## src/rtl/ssd1306_spi_master.sv

```systemverilog
// SPI mode-0 master for an SSD1306-style panel: shifts command/data bytes MSB first
// on CS/SCK/MOSI/D-C, with a Ready/Start byte handshake and optional CS hold between bytes.
module ssd1306_spi_master #(
  parameter int HALF_PERIOD_CLKS = 2
) (
  input  logic       Clock,
  input  logic       Reset,
  input  logic       Start_i,
  input  logic [7:0] Data_i,
  input  logic       DC_i,
  input  logic       Last_i,
  output logic       Ready_o,
  output logic       Done_o,
  output logic       CS_o,
  output logic       SCK_o,
  output logic       MOSI_o,
  output logic       DC_o
);

  localparam int HW = $clog2(HALF_PERIOD_CLKS) + 1;
  localparam logic [HW-1:0] HLAST = HW'(HALF_PERIOD_CLKS - 1);

  typedef enum logic [2:0] {
    ST_IDLE, ST_SHIFT_LO, ST_SHIFT_HI, ST_WAIT, ST_HOLD, ST_GAP
  } state_t;

  state_t          state_q, state_d;
  logic [HW-1:0]   hcnt_q, hcnt_d;
  logic [2:0]      bit_q, bit_d;
  logic [7:0]      shreg_q, shreg_d;
  logic            last_q, last_d;
  logic            dc_d;
  logic            done_d;
  logic            half_end;

  assign half_end = (hcnt_q == HLAST);

  always_comb begin
    state_d = state_q;
    hcnt_d  = hcnt_q;
    bit_d   = bit_q;
    shreg_d = shreg_q;
    last_d  = last_q;
    dc_d    = DC_o;
    done_d  = 1'b0;
    case (state_q)
      ST_IDLE, ST_WAIT: begin
        // Ready_o is a pure decode of IDLE/WAIT, so this is the accept condition.
        if (Start_i) begin
          shreg_d = Data_i;
          dc_d    = DC_i;
          last_d  = Last_i;
          hcnt_d  = '0;
          bit_d   = '0;
          state_d = ST_SHIFT_LO;
        end
      end
      ST_SHIFT_LO: begin
        if (half_end) begin
          hcnt_d  = '0;
          state_d = ST_SHIFT_HI;
        end else begin
          hcnt_d = hcnt_q + HW'(1);
        end
      end
      ST_SHIFT_HI: begin
        if (half_end) begin
          hcnt_d = '0;
          if (bit_q == 3'd7) begin
            // Keep bit 0 on MOSI while parked between bytes.
            done_d  = 1'b1;
            state_d = last_q ? ST_HOLD : ST_WAIT;
          end else begin
            bit_d   = bit_q + 3'd1;
            shreg_d = {shreg_q[6:0], 1'b0};
            state_d = ST_SHIFT_LO;
          end
        end else begin
          hcnt_d = hcnt_q + HW'(1);
        end
      end
      ST_HOLD, ST_GAP: begin
        if (half_end) begin
          hcnt_d  = '0;
          state_d = (state_q == ST_HOLD) ? ST_GAP : ST_IDLE;
        end else begin
          hcnt_d = hcnt_q + HW'(1);
        end
      end
      default: state_d = ST_IDLE;
    endcase
  end

  always_ff @(posedge Clock or negedge Reset) begin
    if (!Reset) begin
      state_q <= ST_IDLE;
      hcnt_q  <= '0;
      bit_q   <= '0;
      last_q  <= 1'b0;
    end else begin
      state_q <= state_d;
      hcnt_q  <= hcnt_d;
      bit_q   <= bit_d;
      last_q  <= last_d;
    end
  end

  always_ff @(posedge Clock) begin
    shreg_q <= shreg_d;
  end

  // Pins are registered from the next-state decode so they align with the state register.
  always_ff @(posedge Clock or negedge Reset) begin
    if (!Reset) begin
      Ready_o <= 1'b1;
      Done_o  <= 1'b0;
      CS_o    <= 1'b1;
      SCK_o   <= 1'b0;
      MOSI_o  <= 1'b0;
      DC_o    <= 1'b0;
    end else begin
      Ready_o <= (state_d == ST_IDLE) || (state_d == ST_WAIT);
      Done_o  <= done_d;
      CS_o    <= (state_d == ST_IDLE) || (state_d == ST_GAP);
      SCK_o   <= (state_d == ST_SHIFT_HI);
      MOSI_o  <= ((state_d == ST_IDLE) || (state_d == ST_GAP)) ? 1'b0 : shreg_d[7];
      DC_o    <= dc_d;
    end
  end

endmodule
```

## config.mk

```make
export PLATFORM = sky130hd
export DESIGN_NAME = ssd1306_spi_master
export DESIGN_NICKNAME = d
export VERILOG_FILES = /design/src/rtl/ssd1306_spi_master.sv
export SDC_FILE = /design/constraint.sdc
export NUM_CORES = 1
export LEC_CHECK = 0
export ABC_AREA = 1
export BUFFER_PORTS_ARGS = -buffer_cell sky130_fd_sc_hd__buf_2
export CORE_UTILIZATION = 49
export CTS_CLUSTER_DIAMETER = 200
export DETAILED_ROUTE_END_ITERATION = 10
export HOLD_SLACK_MARGIN = 0.1
export PLACE_DENSITY = 0.79
export REMOVE_ABC_BUFFERS = 1
export SYNTH_ARGS = -nofsm -noshare
export SYNTH_HDL_FRONTEND = slang
export SYNTH_SLANG_ARGS = --single-unit
```

## constraint.sdc

```tcl
create_clock -name Clock -period 1.65 [get_ports Clock]
set_clock_uncertainty 0.05 [all_clocks]
set_input_delay 0.33 -clock Clock [delete_from_list [all_inputs] [get_ports Clock]]
set_output_delay 0.33 -clock Clock [all_outputs]
set_load 0.05 [all_outputs]
```

==> results <==
- After detailed routing, the number of remaining DRC violations is 0.
- The number of nets in the final layout is 183.
- The count of pins over their slew limit came to 0.
- Of all nets on the critical path, the largest fanout is 4.
- The via density per instance is 5.02.
- Yosys mapped the design onto 27 distinct sky130hd cell types.
- Clock-pin slew was measured on the worst setup and hold paths at 0.12 ns.
- The core region is 2280 µm².
- The fmax is 656 MHz.
- The global-route congestion overflow total is 0.
- The overall power is 0.00275 W.
- Dividing total power by cell area gives a power density of 1930 nW/µm².
- The worst setup path is captured at a register.
- Buffers inserted during clock tree synthesis total 3.
- Leaving out filler cells and counting taps, the final layout contains 195.
- The first routing iteration left 19 violations.
- The tool flagged a number of max-cap violations equal to 0.
- In the post-synthesis netlist, the biggest area contributors are sky130_fd_sc_hd__dfrtp_1, sky130_fd_sc_hd__edfxtp_1, sky130_fd_sc_hd__nand2_1.
- Setup repair after global routing left no endpoint under its margin.
- The final-layout fill cell count is 197.
- The count of state elements after synthesis is 23.
- The worst-case setup slack after placement is 0.0236 ns.
- The total cell area at the placement stage is 1350 µm².
- The worst-case setup margin in the final layout is 0.125 ns.
- The slowest stage of the critical path is the sky130_fd_sc_hd__dfrtp_1 cell.
- During synthesis, Yosys emitted a total of 0 warnings.
- The number of clock sinks seen by CTS is 23.
- Cells with a size suffix above 1 make up 35.9% of the layout.
- In this run the mean area of a mapped cell was 8.69 µm².
- Adding up every negative setup slack in the final design gives 0 ns.
- The number of hold violations in the final report is 0.
- No sink is reached through more buffers than the 2 on the longest clock path.
- After detailed routing, the total wire length is 2.19 mm.
- The starting utilization of the core area is 53.4%.
- The flow ran to the end, and the final reports show no timing, DRC or antenna violations.
- The area of the die is 2690 µm².
- The number of global-route vias before repair is 871.
- The routed length per placed instance is 11.2 µm.
- The iteration count of the initial detailed-routing pass is 4.
- The synthesized design spends more area on one cell type than any other, namely sky130_fd_sc_hd__dfrtp_1.
- The initial antenna violation count is 0.
- The post-layout instance area is 1430 µm².
- The leading register cell type out of synthesis is sky130_fd_sc_hd__dfrtp_1.
- 0 antenna diodes ended up in the layout.
- The proportion of synthesized chip area in sequential cells is 50.0%.
- After synthesis, the most frequently instantiated cells are sky130_fd_sc_hd__nand2_1, sky130_fd_sc_hd__dfrtp_1, sky130_fd_sc_hd__nand3_1.
- The width of the chip is 51.8 µm.
- Synthesis produced 140 cells.
- The critical path goes through ha_2, ha_4, inv_2, nor2_1, nand2_1, a21oi_1, nor2_2, nand3_2, nand2_2, nor2_2.
- At the worst endpoint, the arrival time is 1.69 ns.
- The number of buffers inserted by port buffering is 18.
- Counting flops with an async set or reset pin after synthesis yields a share of 65.2%.
- The final setup violation count is 0.
- The top cell type by area accounts for 26.7% of the synthesized area.
- At the later pin of the worst-skew pair, clock insertion delay measures 0.31 ns.
- By startpoint and endpoint, the worst setup path is classified as register to register.
- TritonCTS built the clock tree.
- The highest ir drop seen on vdd is 0.00116 V.
- Compared with the post-synthesis result, the final layout area differs by 17.2%.
- CTS built an H-tree with a depth of 1.
- The worst path in the final design needs a cycle of 1.52 ns, including I/O delays and setup.
- The worst hold path class is input pin to register.
- For this design the top-level I/O count stands at 19.
- The standard-cell row count is 17.
- Routability-driven placement finished with a final weighted congestion of 0.884.
- The number of cells after detailed placement is 188.
- For this design the static power due to leakage is 0.731 nW.
- On the critical path the largest part of the delay comes from simple AND/OR/NAND/NOR gates.
- By instance count, the leading cell after synthesis is sky130_fd_sc_hd__nand2_1.
- The buffer cell driving the clock tree root is sky130_fd_sc_hd__clkbuf_4.
- The post-synthesis instance area is 1220 µm².
- The remaining number of nets flagged by the antenna check after routing is 0.
- The total via count after detailed routing is 979.
- The worst setup path is launched from a register.
- The normalized max-slew margin is 77.1%.
- For the pin with the worst max-slew slack, the measured transition is 0.343 ns.
- Among the stages of the critical path, the cell type that occurs most often is sky130_fd_sc_hd__nor2_2.
- The wire length of the first global-routing pass is 3.70 mm.
- The largest net degree at the start of global routing is 16.
- The synthesized design contains 7 enable-type register cells.
- The y dimension of the die is 51.8 µm.
- At the worst endpoint, the required time is 1.81 ns.
- Together, buffers and inverters on the worst path number 1.
- The largest stage delay on the critical path is 0.40 ns.
- The overall fraction of global-route tracks in use is 19.1%.
- Of the available clock period, the critical path in the final layout requires 92.4%.
- Detailed placement ended at an HPWL of 1.64 mm.
## tightest hold or removal path: stages
cell and delay, ns:
sky130_fd_sc_hd__buf_2 0.07, sky130_fd_sc_hd__nand2_1 0.04, sky130_fd_sc_hd__nand2_1 0.04
## state kept, by name, summed over array words and instances (netlist names)
register,flops
last_q,1
shreg_q,8
MOSI_o,1
SCK_o,1
Ready_o,1
Done_o,1
CS_o,1
hcnt_q,2
DC_o,1
bit_q,3
state_q,3
## final timing paths
| path | start | to | slack (ns) | cells past startpoint |
|---|---|---|---|---|
| setup / recovery | bit_q[1]$_DFFE_PN0P_ | MOSI_o$_DFF_PN0_ | 0.13 | 10 |
| hold reg to reg | DC_o$_DFFE_PN0P_ | DC_o$_DFFE_PN0P_ | 0.44 | 2 |
| min in group asynchronous | Reset | SCK_o$_DFF_PN0_ | 0.39 | 2 |
| max in group asynchronous | Reset | Ready_o$_DFF_PN1_ | 0.87 | 2 |
| hold / removal | DC_i | DC_o$_DFFE_PN0P_ | 0.16 | 3 |
| setup reg to reg | bit_q[1]$_DFFE_PN0P_ | MOSI_o$_DFF_PN0_ | 0.13 | 10 |
## layout make-up
type | instances | area [µm²] | share of cell area, %
clock buffers | 4 | 26.3 | 1.84
repair buffers | 25 | 145 | 10.2
multi-input cells | 99 | 548 | 38.5
well taps | 28 | 35.0 | 2.46
flip-flops and latches | 23 | 608 | 42.7
inverters | 16 | 62.6 | 4.39
## logic make-up after synthesis
| group | synth area share, % |
|---|---|
| simple gates | 33.8 |
| buf+inv | 7.00 |
| compound gates | 7.10 |
| flops | 50.0 |
| fa+ha+maj | 2.06 |
## repair_timing
action	in CTS	in global routing
pin swaps	1	2
hold buffers	1	0
gates resized for setup	2	6
buffers inserted	0	2
endpoints found under the setup margin	2	7
endpoints found under the hold margin	13	0
## placed cells by master (no fill, tap or decap)
cell                            count
sky130_fd_sc_hd__inv_1              8
sky130_fd_sc_hd__nor2_4             2
sky130_fd_sc_hd__o21ai_0            5
sky130_fd_sc_hd__buf_2             18
sky130_fd_sc_hd__o21ai_2            1
sky130_fd_sc_hd__nand3_4            2
sky130_fd_sc_hd__nand3_2            2
sky130_fd_sc_hd__clkbuf_1           1
sky130_fd_sc_hd__dfxtp_1            1
sky130_fd_sc_hd__nand4_1            1
sky130_fd_sc_hd__o21a_1             1
sky130_fd_sc_hd__buf_4              6
sky130_fd_sc_hd__o21ai_4            1
sky130_fd_sc_hd__nor2_1             9
sky130_fd_sc_hd__nand2_4            1
sky130_fd_sc_hd__o21ai_1            2
sky130_fd_sc_hd__a21oi_2            1
sky130_fd_sc_hd__edfxtp_1           7
sky130_fd_sc_hd__nand2_1           45
sky130_fd_sc_hd__nand2_2            6
sky130_fd_sc_hd__a21oi_1            2
sky130_fd_sc_hd__inv_2              7
sky130_fd_sc_hd__ha_4               1
sky130_fd_sc_hd__dlygate4sd3_1      1
sky130_fd_sc_hd__ha_2               1
sky130_fd_sc_hd__nor2_2             5
sky130_fd_sc_hd__nand3_1           10
sky130_fd_sc_hd__inv_4              1
sky130_fd_sc_hd__nor3_1             1
sky130_fd_sc_hd__clkbuf_4           3
sky130_fd_sc_hd__dfrtp_1           13
sky130_fd_sc_hd__dfstp_2            2
## layer usage
layer | global-route usage, % | routed length [µm] | vias to the layer above
met5 | 0 | 0 | -
met1 | 23.9 | 1030 | 458
met2 | 32.5 | 1090 | 9
met4 | 8.11 | 31 | 0
li1 | - | - | 508
met3 | 2.63 | 39 | 4
## stage by stage
step	hold WS, ns	utilization, %
after global placement	0.198	59.3
after floorplan	-0.0156	-
after detailed placement	0.214	59.3
final	0.156	62.6
after CTS	0.149	61.0
after global routing	0.154	62.6
## report_power, final
part	switching (W)	internal (W)	total, W
Clock	0.000160	0.0000944	0.000254
Sequential	0.000138	0.000878	0.00102
Combinational	0.000984	0.000500	0.00148
Note: power is estimated with default switching activity, not from simulation.
